==> config.mk <==
export PLATFORM = sky130hd
export DESIGN_NAME = ps2_scancode_rx
export DESIGN_NICKNAME = d
export VERILOG_FILES = /design/src/rtl/ps2_pkg.sv /design/src/rtl/ps2_line_filter.sv /design/src/rtl/ps2_scancode_rx.sv
export SDC_FILE = /design/constraint.sdc
export NUM_CORES = 1
export LEC_CHECK = 0
export CAP_MARGIN = 20
export CORE_UTILIZATION = 40
export DETAILED_ROUTE_END_ITERATION = 6
export SKIP_CTS_REPAIR_TIMING = 1
export SYNTH_ARGS = -nofsm -noshare
export SYNTH_HDL_FRONTEND = slang
export SYNTH_HIERARCHICAL = 1
export SYNTH_SLANG_ARGS = --single-unit
==> constraint.sdc <==
create_clock -name clk_50m -period 2.8 [get_ports clk_50m]
set_clock_uncertainty 0.05 [all_clocks]
set_input_delay 0.56 -clock clk_50m [delete_from_list [all_inputs] [get_ports clk_50m]]
set_output_delay 0.56 -clock clk_50m [all_outputs]
set_load 0.02 [all_outputs]
==> src/rtl/ps2_pkg.sv <==
// ps2_pkg: shared frame FSM states and PS/2 prefix byte constants
package ps2_pkg;
  typedef enum logic [1:0] {IDLE, DATA, PARITY, STOP} state_t;
  localparam logic [7:0] PS2_BREAK = 8'hF0;
  localparam logic [7:0] PS2_EXT   = 8'hE0;
endpackage

==> src/rtl/ps2_line_filter.sv <==
// ps2_line_filter: 2-flop synchroniser plus stability filter for one raw PS/2 line
// Ports: clk_50m system clock, rst_n async active-low reset, raw asynchronous line in,
//        filt filtered line (resets to 1, follows raw after FILTER_LEN stable samples)
module ps2_line_filter #(
  parameter int FILTER_LEN = 8
) (
  input  logic clk_50m,
  input  logic rst_n,
  input  logic raw,
  output logic filt
);
  localparam int CW = $clog2(FILTER_LEN + 1);
  logic s1, s2;
  logic [CW-1:0] cnt;
  // cnt counts consecutive synchronised samples that disagree with filt
  always_ff @(posedge clk_50m or negedge rst_n)
    if (!rst_n) begin
      s1   <= 1'b1;
      s2   <= 1'b1;
      filt <= 1'b1;
      cnt  <= '0;
    end else begin
      s1 <= raw;
      s2 <= s1;
      if (s2 == filt) cnt <= '0;
      else if (cnt == CW'(FILTER_LEN - 1)) begin
        filt <= s2;
        cnt  <= '0;
      end else cnt <= cnt + 1'b1;
    end
endmodule

==> src/rtl/ps2_scancode_rx.sv <==
// ps2_scancode_rx: PS/2 device-to-host receiver folding F0/E0 prefixes into flags
// Ports: clk_50m system clock, rst_n async active-low reset, kclk/kdata raw PS/2 lines,
//        code last scancode, is_break/is_ext prefix flags held with code,
//        code_valid one-cycle new-code strobe, frame_err one-cycle parity/stop/timeout strobe
module ps2_scancode_rx
  import ps2_pkg::*;
#(
  parameter int FILTER_LEN  = 8,
  parameter int TIMEOUT_CYC = 50000
) (
  input  logic       clk_50m,
  input  logic       rst_n,
  input  logic       kclk,
  input  logic       kdata,
  output logic [7:0] code,
  output logic       is_break,
  output logic       is_ext,
  output logic       code_valid,
  output logic       frame_err
);
  localparam int TW = $clog2(TIMEOUT_CYC + 1);
  localparam logic [TW-1:0] TMAX = TW'(TIMEOUT_CYC);
  logic          kclk_f, kdata_f, kclk_d, fall;
  state_t        state, state_n;
  logic [2:0]    bit_cnt, bit_n;
  logic [7:0]    sh, sh_n;
  logic          par, par_n;
  logic [TW-1:0] tcnt, tcnt_n;
  logic          good, bad, brk_pend, ext_pend;

  ps2_line_filter #(.FILTER_LEN(FILTER_LEN)) u_clk_filt (
    .clk_50m(clk_50m), .rst_n(rst_n), .raw(kclk), .filt(kclk_f)
  );
  ps2_line_filter #(.FILTER_LEN(FILTER_LEN)) u_dat_filt (
    .clk_50m(clk_50m), .rst_n(rst_n), .raw(kdata), .filt(kdata_f)
  );

  assign fall = kclk_d & ~kclk_f;

  always_ff @(posedge clk_50m or negedge rst_n)
    if (!rst_n) begin
      kclk_d  <= 1'b1;
      state   <= IDLE;
      bit_cnt <= '0;
      sh      <= '0;
      par     <= 1'b0;
      tcnt    <= '0;
    end else begin
      kclk_d  <= kclk_f;
      state   <= state_n;
      bit_cnt <= bit_n;
      sh      <= sh_n;
      par     <= par_n;
      tcnt    <= tcnt_n;
    end

  always_comb begin
    state_n = state;
    bit_n   = bit_cnt;
    sh_n    = sh;
    par_n   = par;
    good    = 1'b0;
    bad     = 1'b0;
    // saturating gap counter; idles at zero outside a frame
    tcnt_n  = (state == IDLE || fall) ? '0 : (tcnt == TMAX ? tcnt : tcnt + 1'b1);
    case (state)
      IDLE:
        if (fall && !kdata_f) begin
          state_n = DATA;
          bit_n   = '0;
        end
      DATA:
        if (fall) begin
          sh_n    = {kdata_f, sh[7:1]};
          bit_n   = bit_cnt + 3'd1;
          state_n = bit_cnt == 3'd7 ? PARITY : DATA;
        end
      PARITY:
        if (fall) begin
          par_n   = kdata_f;
          state_n = STOP;
        end
      default:
        if (fall) begin
          state_n = IDLE;
          good    = kdata_f & ^{sh, par};
          bad     = ~good;
        end
    endcase
    // a fall in the same cycle keeps the frame alive
    if (state != IDLE && !fall && tcnt == TMAX) begin
      state_n = IDLE;
      bad     = 1'b1;
    end
  end

  always_ff @(posedge clk_50m or negedge rst_n)
    if (!rst_n) begin
      code       <= '0;
      is_break   <= 1'b0;
      is_ext     <= 1'b0;
      code_valid <= 1'b0;
      frame_err  <= 1'b0;
      brk_pend   <= 1'b0;
      ext_pend   <= 1'b0;
    end else begin
      code_valid <= good && sh != PS2_BREAK && sh != PS2_EXT;
      frame_err  <= bad;
      if (bad) begin
        brk_pend <= 1'b0;
        ext_pend <= 1'b0;
      end else if (good) begin
        if (sh == PS2_BREAK) brk_pend <= 1'b1;
        else if (sh == PS2_EXT) ext_pend <= 1'b1;
        else begin
          code     <= sh;
          is_break <= brk_pend;
          is_ext   <= ext_pend;
          brk_pend <= 1'b0;
          ext_pend <= 1'b0;
        end
      end
    end
endmodule

==> results.tsv, run 1 <==
stage	metric	value	unit
outcome	status	complete, no violations	
routing	route.vias.total	1625	
placement	dp_hpwl	2860	µm
power	ir_drop	369	µV
worst_setup_path	crit_start	sh[1]$_DFFE_PN0P_	
clocking	cts.clk_slew.worst_paths	0.07	ns
worst_setup_path	path_max_fanout	11	
logic_synthesis	synth_edf_count	0	
worst_setup_path	critPathKind	flip-flop to flip-flop	
sta	maxSlewViolCount	0	
global_route	grt_pass1_wl	7570	µm
routing	first_iter_violations	48	
floorplan	fp.dieW	83.0	µm
global_route	grt_usage	0.140	
worst_setup_path	timing.rr.end	code[2]$_DFFE_PN0P_	
logic_synthesis	async_reset_ff_frac	1.00	
sta	period_minus_slack	2.19	ns
placement	dpl-instance-area	2870	µm²
worst_setup_path	startpoint_type	flip-flop	
sta	rsz0062_at_grt	false	
routing	ant_nets	0	
worst_setup_path	critical_path.cell_chain	xnor2_1 -> xnor3_1 -> xnor2_1 -> nor4_2 -> buf_4 -> mux2_2	
clocking	numCtsBuffers	9	
logic_synthesis	syn_area_per_cell	11.9	µm²
clocking	clkSinkCount	59	
routing	vias_per_cell	4.97	
worst_setup_path	r2r_setup_slack	0.61	ns
logic_synthesis	ys_ff_latch	59	
placement	port_buffers	15	
final_layout	fillers	572	
final_layout	utilization	0.484	
placement	gp_congestion	0.724	
logic_synthesis	yosys_warnings	6	
worst_setup_path	reg2reg_from	sh[1]$_DFFE_PN0P_	
logic_synthesis	ys_dominant_reg_cell	dfrtp_1	
worst_setup_path	max_stage_delay	0.43	ns
worst_setup_path	cpMaxStageDelayCell	dfrtp_1	
global_route	grt_pass1_vias	1667	
sta	tightest_slew	0.765	ns
floorplan	fp-row-count	29	
worst_hold_path	hold_path.class	input port to asynchronous set/reset pin	
routing	wl_per_cell	13.0	µm
global_route	grt_start_max_net_pins	36	
final_layout	drive_above_1_share	0.216	
logic_synthesis	synth_cells	221	
global_route	antenna_found_initial	0	
routing	wirelength	4240	µm
floorplan	core	6350	µm²
worst_setup_path	endpoint_kind	flip-flop	
sta	worst_slack	0.613	ns
sta	finalHoldViolCount	0	
floorplan	pin_count	16	
floorplan	die_area	6890	µm²
worst_setup_path	crit_top_cell	xnor2_1	
clocking	cts_buffer_depth	2	
final_layout	nets	255	
power	p_leak	0.00136	µW
clocking	h-tree-depth	3	
logic_synthesis	synthesis.nets	231	
routing	dr.pass1.iters	4	
sta	setup_violations	0	
final_layout	layout_commonest_cell	dfrtp_1	
worst_setup_path	crit_arrival	2.35	ns
sta	final.setup.tns	0	ns
clocking	cts_root_buf	clkbuf_8	
clocking	cts_tree	yes	
worst_setup_path	cp-endpoint	code[2]$_DFFE_PN0P_	
floorplan	start_util	0.413	
final_layout	final_area	3070	µm²
floorplan	dieHeight	83.0	µm
worst_setup_path	required	2.97	ns
logic_synthesis	seq_area_frac_synth	0.566	
power	p_per_area	736	nW/µm²
final_layout	final_cell_mix	dfrtp_1 (52), nor2_1 (28), mux2_2 (20)	
flow_run	timing.max_cap.violations	0	
final_layout	syn_to_final_growth	17.2	%
logic_synthesis	synth_area	2620	µm²
final_layout	antennaDiodeCount	0	
routing	route.detailed.drc	0	
placement	dp_slack	0.616	ns
clocking	clk_latency	0.33	ns
sta	period_share	0.781	
worst_setup_path	reg2reg_depth	6	
sta	fmax	457	MHz
global_route	grt-ovfl-total	0	
power	power	2260	µW
sta	maxSlewHeadroom	0.490	
logic_synthesis	synth.distinct_cells	39	
==> critical path, delay by kind of cell, from the launching register on <==
kind	cells	cell delay, ns
XOR/XNOR	3	0.76
buffers and inverters	1	0.24
flip-flops	1	0.43
multiplexers	1	0.35
AND/OR/NAND/NOR	1	0.24
==> synthesized netlist by cell type (4+ instances only) <==
library cell,count,area (µm²)
a21oi_1,5,25.0
clkbuf_1,5,18.8
dfrtp_1,52,1300
dfstp_2,7,184
ha_1,6,75.1
inv_1,8,30.0
mux2_2,20,225
nand2_1,11,41.3
nand3_1,7,35.0
nand4_1,4,25.0
nor2_1,28,105
nor3_1,8,40.0
o21ai_0,5,25.0
xnor2_1,17,149
xor2_1,6,52.6
==> worst min-delay path by stage <==
stage	startpoint	to	slack, ns	depth (start not counted)
finish	rst_n	tcnt[7]$_DFFE_PN0N_	0.25	1
detailed placement	u_clk_filt/s1$_DFF_PN1_	u_clk_filt/s2$_DFF_PN1_	0.30	0
CTS	rst_n	tcnt[7]$_DFFE_PN0N_	0.28	1
global route	u_clk_filt/s1$_DFF_PN1_	u_clk_filt/s2$_DFF_PN1_	0.31	0
global placement	u_dat_filt/s1$_DFF_PN1_	u_dat_filt/s2$_DFF_PN1_	0.30	0
floorplan	rst_n	bit_cnt[0]$_DFFE_PN0P_	0.21	0
==> cell type report <==
class	count	area, µm²	share of cell area
Timing Repair Buffer	19	175	0.0570
Sequential cell	59	1490	0.483
Tap cell	77	96.3	0.0313
Inverter	8	30.0	0.00977
Clock buffer	11	131	0.0427
Clock inverter	5	77.6	0.0252
Multi-Input combinational cell	148	1080	0.351
==> per-stage QoR <==
step	instances	hold WS (ns)
floorplan	221	0.214
global placement	311	0.296
detailed placement	311	0.297
CTS	327	0.282
global route	327	0.311
finish	327	0.250
==> state kept, by name (all words and copies together) (netlist names), 2 cells and up <==
name and flops:
bit_cnt 3, code 8, sh 8, state 2
tcnt 16, u_clk_filt/cnt 4, u_dat_filt/cnt 4
==> per-layer routing <==
| layer | part of all wire | global-route usage |
|---|---|---|
| met5 | 0 | 0 |
| met4 | 0.019 | 0.0705 |
| met3 | 0.030 | 0.0427 |
| met2 | 0.45 | 0.209 |
| met1 | 0.50 | 0.185 |
==> power by group <==
| part | switching [µW] | internal (µW) |
|---|---|---|
| registers | 95.4 | 964 |
| clock network | 319 | 498 |
| logic | 213 | 173 |
| total | 628 | 1640 |
==> kinds of logic (layout without fill, tap and decap cells) <==
group                      count (synthesis)  after routing  synth area share
AOI/OAI and AO/OA                         15             15            0.0353
xor gates and xnor gates                  24             24            0.0854
adders and majority gates                  6              6            0.0286
buffers and inverters                     14             43            0.0229
DFF                                       59             59             0.566
muxes                                     23             23             0.101
and+or+nand+nor                           80             80             0.161
No activity file was read; power rests on OpenSTA's default activity.
==> run 2, diff against run 1 <==
clock period = 2 ns   (was 2.8 ns; I/O delays follow)
==> run 2 against run 1 <==
Net effect:
- worst setup slack worse by 0.65 ns
- sequential cell count unchanged
- die area unchanged
- routed wire length up 0.71%
- fmax up 7.1%
- sequential power up 37%
- highest routed layer unchanged
- first-iteration DRC count up 110%
- the run now ends with negative setup slack left
- critical path type unchanged
- clock power up 8.2%
==> results.tsv, run 2 (synthesized netlist as in run 1, its figures left out) <==
stage	metric	value	unit
sta	tightest_slew	0.773	ns
clocking	h-tree-depth	3	
global_route	grt_start_max_net_pins	28	
worst_setup_path	worst-path-buf-inv	1	
floorplan	start_util	0.413	
placement	port_buffers	15	
sta	maxSlewViolCount	0	
placement	dp.cells	323	
final_layout	antennaDiodeCount	0	
outcome	violations	negative setup slack	
sta	maxSlewHeadroom	0.481	
placement	gp_congestion	0.755	
floorplan	die_area	6890	µm²
outcome	status	finished, violations left	
flow_run	timing.max_cap.violations	0	
routing	route.detailed.drc	0	
worst_setup_path	critPathKind	flip-flop to flip-flop	
final_layout	drive_above_1_share	0.256	
clocking	cts.clk_slew.worst_paths	0.07	ns
placement	dpl-instance-area	2990	µm²
routing	wl_per_cell	12.6	µm
floorplan	fp-row-count	29	
clocking	clk_latency	0.34	ns
worst_setup_path	required	2.17	ns
worst_setup_path	startpoint_type	flip-flop	
sta	worst_slack	-0.0419	ns
power	p_leak	0.00142	µW
power	p_per_area	948	nW/µm²
floorplan	dieHeight	83.0	µm
routing	first_iter_violations	100	
worst_setup_path	crit_arrival	2.21	ns
final_layout	multi_input_area	1110	µm²
routing	ant_nets	0	
placement	dp_hpwl	2970	µm
final_layout	final_area	3170	µm²
worst_setup_path	max_stage_delay	0.46	ns
sta	period_minus_slack	2.04	ns
final_layout	largest_register_ffs	16	
clocking	cts_root_buf	clkbuf_8	
routing	route.vias.total	1672	
worst_hold_path	hold_path.class	input port to asynchronous set/reset pin	
final_layout	reg_top3	tcnt x16, code x8, sh x8	
sta	fmax	490	MHz
clocking	clkSinkCount	59	
final_layout	syn_to_final_growth	20.7	%
final_layout	layout_commonest_cell	dfrtp_1	
sta	period_share	1.02	
final_layout	final_cells	339	
power	power	3000	µW
floorplan	pin_count	16	
power	ir_drop	560	µV
worst_setup_path	cp_top_family	XOR/XNOR gates	
worst_setup_path	critical_path.cell_chain	xnor2_1 -> xnor3_1 -> xnor2_2 -> nor4_4 -> buf_12 -> mux2_2	
global_route	grt_pass1_vias	1693	
final_layout	register_area	1490	µm²
clocking	cts_tree	yes	
floorplan	fp.dieW	83.0	µm
final_layout	nets	267	
final_layout	top_register	tcnt	
worst_setup_path	endpoint_kind	flip-flop	
routing	vias_per_cell	4.93	
final_layout	final_cell_mix	dfrtp_1 (52), nor2_1 (28), mux2_2 (18)	
global_route	grt_pass1_wl	7850	µm
worst_setup_path	path_max_fanout	11	
sta	setup_violations	10	
routing	dr.pass1.iters	4	
placement	dp_slack	-0.0301	ns
worst_setup_path	cpMaxStageDelayCell	xnor3_1	
global_route	antenna_found_initial	0	
global_route	grt-ovfl-total	0	
clocking	numCtsBuffers	9	
clocking	cts_buffer_depth	2	
sta	rsz0062_at_grt	true	
routing	wirelength	4270	µm
sta	finalHoldViolCount	0	
global_route	grt_usage	0.147	
sta	hold-worst-slack	0.00439	ns
floorplan	core	6350	µm²
final_layout	fillers	559	
[run 2: changes by cell type in the layout (fill, tap and decap cells not counted), moves of 2 or more]
cell / previous run / this run
mux2_4: 2 / 4
bufinv_16: 2 / 0
buf_12: 0 / 2
mux2_2: 20 / 18
clkbuf_1: 2 / 4
xnor2_1: 17 / 15
buf_4: 4 / 14
xnor2_2: 0 / 2
[run 2: worst paths after layout]
kind	start	end	slack [ns]	cells past startpoint
max	sh[1]$_DFFE_PN0P_	code[7]$_DFFE_PN0P_	-0.04	6
min	rst_n	tcnt[10]$_DFFE_PN0N_	0.004	1
max reg2reg	sh[1]$_DFFE_PN0P_	code[7]$_DFFE_PN0P_	-0.04	6
min reg2reg	u_clk_filt/s1$_DFF_PN1_	u_clk_filt/s2$_DFF_PN1_	0.30	0
max in group asynchronous	rst_n	tcnt[13]$_DFFE_PN0N_	1.33	2
min in group clk_50m	u_clk_filt/s1$_DFF_PN1_	u_clk_filt/s2$_DFF_PN1_	0.30	0
[run 2: per-stage QoR]
stage | utilization | TNS, ns
global placement | 0.471 | -0.0680
global route | 0.499 | -1.34
finish | 0.499 | -0.332
CTS | 0.495 | -0.316
floorplan | - | 0
detailed placement | 0.471 | -0.213
[run 2: layout make-up]
cell class / instances / share of cell area
flip-flops and latches: 59 / 0.469
multi-input cells: 148 / 0.351
repair buffers: 31 / 0.0917
clock buffers: 13 / 0.0439
well taps: 77 / 0.0304
inverters: 8 / 0.00948
clock inverters: 3 / 0.00474
[run 2: metal layers]
layer	up-vias	GRT usage	wire length (µm)
li1	833	-	-
met1	808	0.197	2200
met5	-	0	0
met3	10	0.0427	123
met4	0	0.0893	111
met2	21	0.209	1830
[run 2: report_power, final]
part           internal [µW]  switching (µW)
sequential              1350             105
clock                    444             440
combinational            312             353
total                   2100             898
[run 2: worst register-to-register path: cells and delay by family, from the launching register on]
family,cells,cell delay [ns]
xor gates and xnor gates,3,0.80
buffers and inverters,1,0.18
DFF,1,0.39
muxes,1,0.33
and+or+nand+nor,1,0.19
==> run 3, diff against run 2 <==
GPL_ROUTABILITY_DRIVEN = 0   (was default)
MAX_ROUTING_LAYER = met4   (was default)
==> run 3 against run 2 <==
Net effect:
- the flow still finishes with violations (negative setup slack)
- sequential cell count unchanged
- global-route usage up 0.39 points
- via count down 0.12%
- largest cell class unchanged
==> results.tsv, run 3 (synthesized netlist as in run 1, its figures left out) <==
stage	metric	value	unit
global_route	grt_pass1_vias	1686	
worst_setup_path	required	2.17	ns
final_layout	drive_above_1_share	0.256	
worst_hold_path	hold_path.class	input port to asynchronous set/reset pin	
clocking	cts_tree	yes	
placement	dp_hpwl	2970	µm
routing	vias_per_cell	4.93	
global_route	grt-ovfl-total	0	
worst_setup_path	reg2reg_depth	6	
worst_setup_path	critPathKind	flip-flop to flip-flop	
floorplan	fp.dieW	83.0	µm
worst_setup_path	path_max_fanout	11	
sta	worst_slack	-0.0430	ns
sta	finalHoldViolCount	0	
power	ir_drop	561	µV
worst_setup_path	cp-endpoint	code[7]$_DFFE_PN0P_	
sta	maxSlewViolCount	0	
sta	rsz0062_at_grt	true	
final_layout	reg_top3	tcnt x16, code x8, sh x8	
routing	route.detailed.drc	0	
clocking	cts_root_buf	clkbuf_8	
sta	final.setup.tns	-0.339	ns
routing	route.vias.total	1670	
sta	maxSlewHeadroom	0.479	
final_layout	final_cells	339	
sta	fmax	489	MHz
worst_setup_path	cpMaxStageDelayCell	xnor3_1	
worst_setup_path	endpoint_kind	flip-flop	
sta	period_minus_slack	2.04	ns
floorplan	dieHeight	83.0	µm
final_layout	nets	267	
worst_setup_path	crit_start	sh[1]$_DFFE_PN0P_	
clocking	numCtsBuffers	9	
floorplan	core	6350	µm²
power	p_leak	0.00142	µW
worst_setup_path	cp_top_family	XOR/XNOR gates	
final_layout	top_register	tcnt	
routing	wirelength	4300	µm
final_layout	syn_to_final_growth	20.7	%
floorplan	die_area	6890	µm²
global_route	grt_start_max_net_pins	28	
worst_setup_path	timing.rr.end	code[7]$_DFFE_PN0P_	
worst_setup_path	r2r_setup_slack	-0.04	ns
global_route	grt_usage	0.151	
routing	first_iter_violations	104	
final_layout	largest_register_ffs	16	
placement	port_buffers	15	
clocking	clkSinkCount	59	
outcome	status	finished, violations left	
final_layout	layout_commonest_cell	dfrtp_1	
floorplan	fp-row-count	29	
worst_setup_path	worst-path-buf-inv	1	
outcome	violations	negative setup slack	
sta	tightest_slew	0.776	ns
clocking	clk_latency	0.34	ns
worst_setup_path	critical_path.cell_chain	xnor2_1 -> xnor3_1 -> xnor2_2 -> nor4_4 -> buf_12 -> mux2_2	
sta	period_share	1.02	
worst_setup_path	crit_arrival	2.21	ns
placement	dp.cells	323	
floorplan	start_util	0.413	
clocking	h-tree-depth	3	
worst_setup_path	cp.depth	6	
worst_setup_path	max_stage_delay	0.46	ns
power	p_per_area	949	nW/µm²
clocking	cts_buffer_depth	2	
global_route	antenna_found_initial	0	
flow_run	timing.max_cap.violations	0	
worst_setup_path	reg2reg_from	sh[1]$_DFFE_PN0P_	
final_layout	antennaDiodeCount	0	
worst_setup_path	startpoint_type	flip-flop	
clocking	cts.clk_slew.worst_paths	0.06	ns
sta	setup_violations	10	
floorplan	pin_count	16	
global_route	grt_pass1_wl	7840	µm
routing	ant_nets	0	
routing	dr.pass1.iters	4	
routing	wl_per_cell	12.7	µm
final_layout	final_cell_mix	dfrtp_1 (52), nor2_1 (28), mux2_2 (18)	
run 3: power by group:
| part | total, µW | switching [µW] | internal [µW] |
|---|---|---|---|
| Clock | 886 | 442 | 444 |
| Sequential | 1450 | 104 | 1350 |
| Combinational | 665 | 353 | 312 |
| Total | 3000 | 900 | 2100 |
run 3: cell type report:
class	count	area (µm²)
fill	559	3180
sequential	59	1490
multi-input combinational	148	1110
timing repair buffer	31	290
clock buffer	13	139
tap	77	96.3
inverter	8	30.0
clock inverter	3	15.0
run 3: metrics by stage:
stage | hold WS (ns) | total power, µW | setup slack [ns] | area, µm² | util
2_1_floorplan | 0.0544 | 1900 | 0.00465 | 2630 | -
3_3_place_gp | 0.297 | 2120 | -0.00747 | 2990 | 0.471
3_5_place_dp | 0.297 | 2130 | -0.0301 | 2990 | 0.471
4_1_cts | 0.00950 | 3030 | -0.0430 | 3140 | 0.495
5_1_grt | 0.0454 | 3200 | -0.143 | 3170 | 0.499
6_report | 0.00378 | 3000 | -0.0430 | 3170 | 0.499
run 3: worst min path at each step:
stage,start,endpoint,cells after the start
6_report,rst_n,tcnt[10]$_DFFE_PN0N_,1
5_1_grt,rst_n,tcnt[10]$_DFFE_PN0N_,1
4_1_cts,rst_n,tcnt[10]$_DFFE_PN0N_,1
3_5_place_dp,u_clk_filt/s1$_DFF_PN1_,u_clk_filt/s2$_DFF_PN1_,0
3_3_place_gp,u_clk_filt/s1$_DFF_PN1_,u_clk_filt/s2$_DFF_PN1_,0
2_1_floorplan,rst_n,bit_cnt[0]$_DFFE_PN0P_,0
run 3: worst reg2reg max path, stage by stage (launching register included):
cell and delay [ns]:
dfrtp_1 0.39, xnor2_1 0.16, xnor3_1 0.46, xnor2_2 0.18
nor4_4 0.19, buf_12 0.18, mux2_2 0.33
run 3: per-layer routing:
metal,wire (µm),up-vias,share of wire,track usage
met5,0,-,0,-
met2,1870,20,0.44,0.209
li1,-,833,-,-
met3,134,10,0.031,0.0487
met4,78,0,0.018,0.0752
met1,2210,807,0.51,0.198
==> RTL edit 1, RTL diff (flow settings as in run 1) <==
Encoding of `state_t`: now one-hot (4 bits for 4 states).
--- a/src/rtl/ps2_pkg.sv
+++ b/src/rtl/ps2_pkg.sv
@@ -1,5 +1,5 @@
 // ps2_pkg: shared frame FSM states and PS/2 prefix byte constants
 package ps2_pkg;
-  typedef enum logic [1:0] {IDLE, DATA, PARITY, STOP} state_t;
+  typedef enum logic [3:0] {IDLE = 4'b0001, DATA = 4'b0010, PARITY = 4'b0100, STOP = 4'b1000} state_t;
   localparam logic [7:0] PS2_BREAK = 8'hF0;
   localparam logic [7:0] PS2_EXT   = 8'hE0;
Check against the original RTL: same outputs for any inputs over 10 cycles, from zero or initial values and one cycle with rst_n low; not proved beyond that.
==> RTL edit 1 against run 1 <==
  * Core utilization decreased by 0.26 points
  * Worst setup slack got worse by 0.15 ns
  * Count of clock-buffer cells in the layout rose by 1
  * Cell area is 6.4% higher
  * Sequential cell count is 2 higher
  * Power up 8.7%
  * Synthesized area rose by 7.3%
  * Routed wire length is 13% higher
  * Largest cell class unchanged
==> RTL edit 1: results (changes against run 1) <==
status -> complete, no violations (unchanged)
vias in the first global route -> 1826 (was 1667)
Post-synth EDFFs -> 0 (unchanged)
dpl hpwl -> 3.266 mm (was 2.859 mm)
Synth area leaders -> dfrtp_1 (47%), dfstp_2 (7.5%), mux2_4 (5.9%), nand2_1 (3.9%), xnor2_1 (3.1%) (was dfrtp_1 (50%), mux2_2 (8.6%), dfstp_2 (7.0%), xnor2_1 (5.7%), nor2_1 (4.0%))
critical-path maximum fanout -> 6 (was 11)
Starting DRT DRC Count -> 75 (was 48)
mean area per synthesized cell -> 11.35 µm² (was 11.87 µm²)
sequential area share after synthesis -> 0.5458 (was 0.5660)
TritonCTS buffer count -> 9 (unchanged)
antenna violations before repair -> 0 (unchanged)
largest net degree at the start of global routing -> 39 (was 36)
routing usage on met3 -> 0.03561 (was 0.04274)
clock root buffer -> clkbuf_8 (unchanged)
Global Route Usage Sum -> 0.1499 (was 0.1402)
First-pass DRT Iterations -> 4 (unchanged)
placed insts -> 358 (was 311)
Routed wire per std cell -> 12.93 µm (was 12.97 µm)
H-tree depth -> 3 (unchanged)
gpl congestion -> 0.7327 (was 0.7241)
Worst Hold Class -> input pin to async pin (unchanged)
first-pass GRT wire length -> 8.431 mm (was 7.569 mm)
Async S/R FF share, synth -> 1.000 (unchanged)
PortBufs -> 15 (unchanged)
maximum buffer depth of the clock tree -> 2 (unchanged)
count of cell types in the netlist -> 43 (was 39)
met1 Usage GRT -> 0.1968 (was 0.1851)
Post-Syn Nets -> 258 (was 231)
via count -> 1877 (was 1625)
Via density -> 5.046 (was 4.969)
M2 GR Usage -> 0.2229 (was 0.2094)
Reg clk slew, reported paths -> 0.06 ns
YS warnings -> 6 (unchanged)
Place WS -> 0.4625 ns (was 0.6157 ns)
ant diodes -> 0 (unchanged)
max reg flops -> 16 (unchanged)
layout cells sized above 1 -> 0.1594 (was 0.2160)
Final Util -> 0.4816 (was 0.4841)
commonest cells in the netlist -> dfrtp_1 (53), nand2_1 (29), nor2_1 (23) (was dfrtp_1 (52), nor2_1 (28), mux2_2 (20))
Worst Path Arrival -> 2.51 ns (was 2.35 ns)
Nets -> 283 (was 255)
P_leak -> 1.507 nW (was 1.364 nW)
biggest regs -> tcnt: 16 flops, code: 8 flops, sh: 8 flops (unchanged)
clk_lat worst skew -> 0.33 ns (about the same)
Least-Margin Pin Slew -> 0.8506 ns (was 0.7648 ns)
VDD IR max -> 0.0004070 V (was 0.0003692 V)
dpl cell area -> 3092 µm² (was 2865 µm²)
-- RTL edit 1: cell families (layout without fill, tap and decap cells) --
logic type,count (synthesis),in the layout,share of synthesized area
and+or+nand+nor,103,103,0.1991
DFF,61,61,0.5458
AOI/OAI and AO/OA,32,32,0.06755
xor gates and xnor gates,21,21,0.07289
muxes,14,14,0.07022
buffers and inverters,11,39,0.01777
adders and majority gates,6,6,0.02667
-- RTL edit 1: layer usage --
metal / part of all wire / vias to the layer above
met5: 0 / -
met2: 0.45 / 30
met1: 0.50 / 916
met3: 0.029 / 12
met4: 0.028 / 0
li1: - / 919
-- RTL edit 1: worst paths after layout --
check / from / endpoint / slack (ns) / cells after the start
setup / recovery: sh[2] / code[5] / 0.47 / 6
min in group clk_50m: u_clk_filt/s1 / u_clk_filt/s2 / 0.31 / 0
hold / removal: rst_n / tcnt[7] / 0.28 / 1
hold reg to reg: u_clk_filt/s1 / u_clk_filt/s2 / 0.31 / 0
setup reg to reg: sh[2] / code[5] / 0.47 / 6
max in group asynchronous: rst_n / bit_cnt[1] / 1.80 / 2
-- RTL edit 1: where the power goes --
part / leakage, nW / internal, mW / switching [mW]
combinational: 0.605 / 0.244 / 0.309
clock: 0.0923 / 0.425 / 0.321
sequential: 0.809 / 1.03 / 0.136
-- RTL edit 1: area by class of cell --
cell class,instances,area [µm²]
sequential,61,1536
clock buffer,12,145.1
timing repair buffer,18,180.2
tap,96,120.1
fill,628,3522
inverter,7,26.28
clock inverter,2,35.03
multi-input combinational,176,1229
-- RTL edit 1: critical path, cell delays in order (launching register included) --
cell     delay [ns]
dfrtp_1        0.43
xnor2_1        0.19
xnor3_1        0.47
xnor2_2        0.23
nand4_2        0.28
buf_4          0.28
mux2_4         0.30
==> RTL edit 2, RTL diff (config.mk and constraints of run 1) <==
Made on the original files. Set the parameter `TIMEOUT_CYC` to 25000 (it was 50000).
--- a/src/rtl/ps2_scancode_rx.sv
+++ b/src/rtl/ps2_scancode_rx.sv
@@ -7,5 +7,5 @@
 #(
   parameter int FILTER_LEN  = 8,
-  parameter int TIMEOUT_CYC = 50000
+  parameter int TIMEOUT_CYC = 25000
 ) (
   input  logic       clk_50m,
Formal check against the unedited RTL: same outputs for any inputs over 10 cycles, from zero or initial values and one cycle with rst_n low; that may be too few to reach the edited logic, so the function may still have changed.
==> RTL edit 2 against run 1 <==
  * Cell count shrank 2.8%
  * Count of clock-buffer cells in the layout grew 3
  * Worst setup slack got worse by 0.022 ns
  * Power is 2.7% lower
  * Highest routed layer unchanged
  * Synthesized area down 2.0%
  * Routed wire length down 2.2%
  * Sequential cell count down 1
  * Cell area shrank 2.3%
==> RTL edit 2: results (changes against run 1) <==
VDD IR max -> 0.0002560 V (was 0.0003692 V)
first-pass GRT wire length -> 6.975 mm (was 7.569 mm)
layout cells sized above 1 -> 0.2140 (was 0.2160)
Synth area leaders -> dfrtp_1 (50%), mux2_2 (7.9%), dfstp_2 (7.1%), xnor2_1 (4.4%), nor2_1 (3.5%) (was dfrtp_1 (50%), mux2_2 (8.6%), dfstp_2 (7.0%), xnor2_1 (5.7%), nor2_1 (4.0%))
dpl hpwl -> 2.836 mm (was 2.859 mm)
final setup fails -> 0 (unchanged)
ant diodes -> 0 (unchanged)
CTS tree -> yes (unchanged)
P_leak -> 1.358 nW (was 1.364 nW)
FILL cells -> 541 (was 572)
Post-Syn Nets -> 225 (was 231)
Worst Path Arrival -> 2.38 ns (was 2.35 ns)
Routed wire per std cell -> 13.04 µm (was 12.97 µm)
status -> complete, no violations (unchanged)
vias in the first global route -> 1505 (was 1667)
biggest regs -> tcnt: 15 flops, code: 8 flops, sh: 8 flops (was tcnt: 16 flops, code: 8 flops, sh: 8 flops)
CP peak stage delay -> 0.42 ns
commonest cells in the netlist -> dfrtp_1 (51), nor2_1 (24), mux2_2 (18) (was dfrtp_1 (52), nor2_1 (28), mux2_2 (20))
largest net degree at the start of global routing -> 24 (was 36)
FMAX -> 452.8 MHz (was 457.2 MHz)
R2R Setup Slk -> 0.59 ns (was 0.61 ns)
gpl congestion -> 0.7335 (was 0.7241)
count of cell types in the netlist -> 40 (was 39)
Global Route Usage Sum -> 0.1422 (was 0.1402)
via count -> 1577 (was 1625)
Starting DRT DRC Count -> 43 (was 48)
Least-Margin Pin Slew -> 0.7505 ns (was 0.7648 ns)
Nets -> 248 (was 255)
Place WS -> 0.6076 ns (was 0.6157 ns)
critical-path maximum fanout -> 9 (was 11)
sequential area share after synthesis -> 0.5676 (was 0.5660)
-- RTL edit 2: logic make-up (layout without fill, tap and decap cells) --
kind of cell,Yosys count,count (layout),synth area share
AO/OA/AOI/OAI,16,16,0.03794
XOR/XNOR,23,23,0.08366
adder cells (fa/ha/maj),6,6,0.02918
buffers and inverters,13,41,0.02237
flip-flops,58,58,0.5676
multiplexers,22,22,0.1002
AND/OR/NAND/NOR,77,77,0.1591
-- RTL edit 2: layer usage --
layer / GRT usage / vias up / share of wire
met4: 0.08421 / 0 / 0.026
met5: 0 / - / 0
met3: 0.04286 / 12 / 0.034
met1: 0.1842 / 750 / 0.52
li1: - / 787 / -
met2: 0.2083 / 28 / 0.42
-- RTL edit 2: power by group --
| group | switching, mW | total [mW] | internal (mW) |
|---|---|---|---|
| Combinational | 0.207 | 0.381 | 0.174 |
| Sequential | 0.103 | 1.05 | 0.949 |
| Clock | 0.309 | 0.768 | 0.459 |
-- RTL edit 2: stage by stage --
stage	instance area (µm²)	cells
floorplan	2572	215
finish	3004	318
CTS	3004	318
detailed placement	2806	302
global placement	2806	302
global route	3004	318
-- RTL edit 2: area by class of cell --
class	instances	area, µm²	area share
clock buffer	14	162.7	0.05414
clock inverter	2	35.03	0.01166
inverter	6	22.52	0.007497
multi-input combinational	144	1055	0.3511
sequential	58	1460	0.4860
tap	75	93.84	0.03124
timing repair buffer	19	175.2	0.05831
-- RTL edit 2: worst min path at each step --
stage,slack [ns],cells after the start,to
2_1_floorplan,0.21,0,bit_cnt[0]
3_3_place_gp,0.30,0,u_clk_filt/s2
3_5_place_dp,0.30,0,u_clk_filt/s2
4_1_cts,0.06,1,u_clk_filt/cnt[3]
5_1_grt,0.07,1,u_clk_filt/cnt[3]
6_report,0.07,1,u_clk_filt/cnt[3]
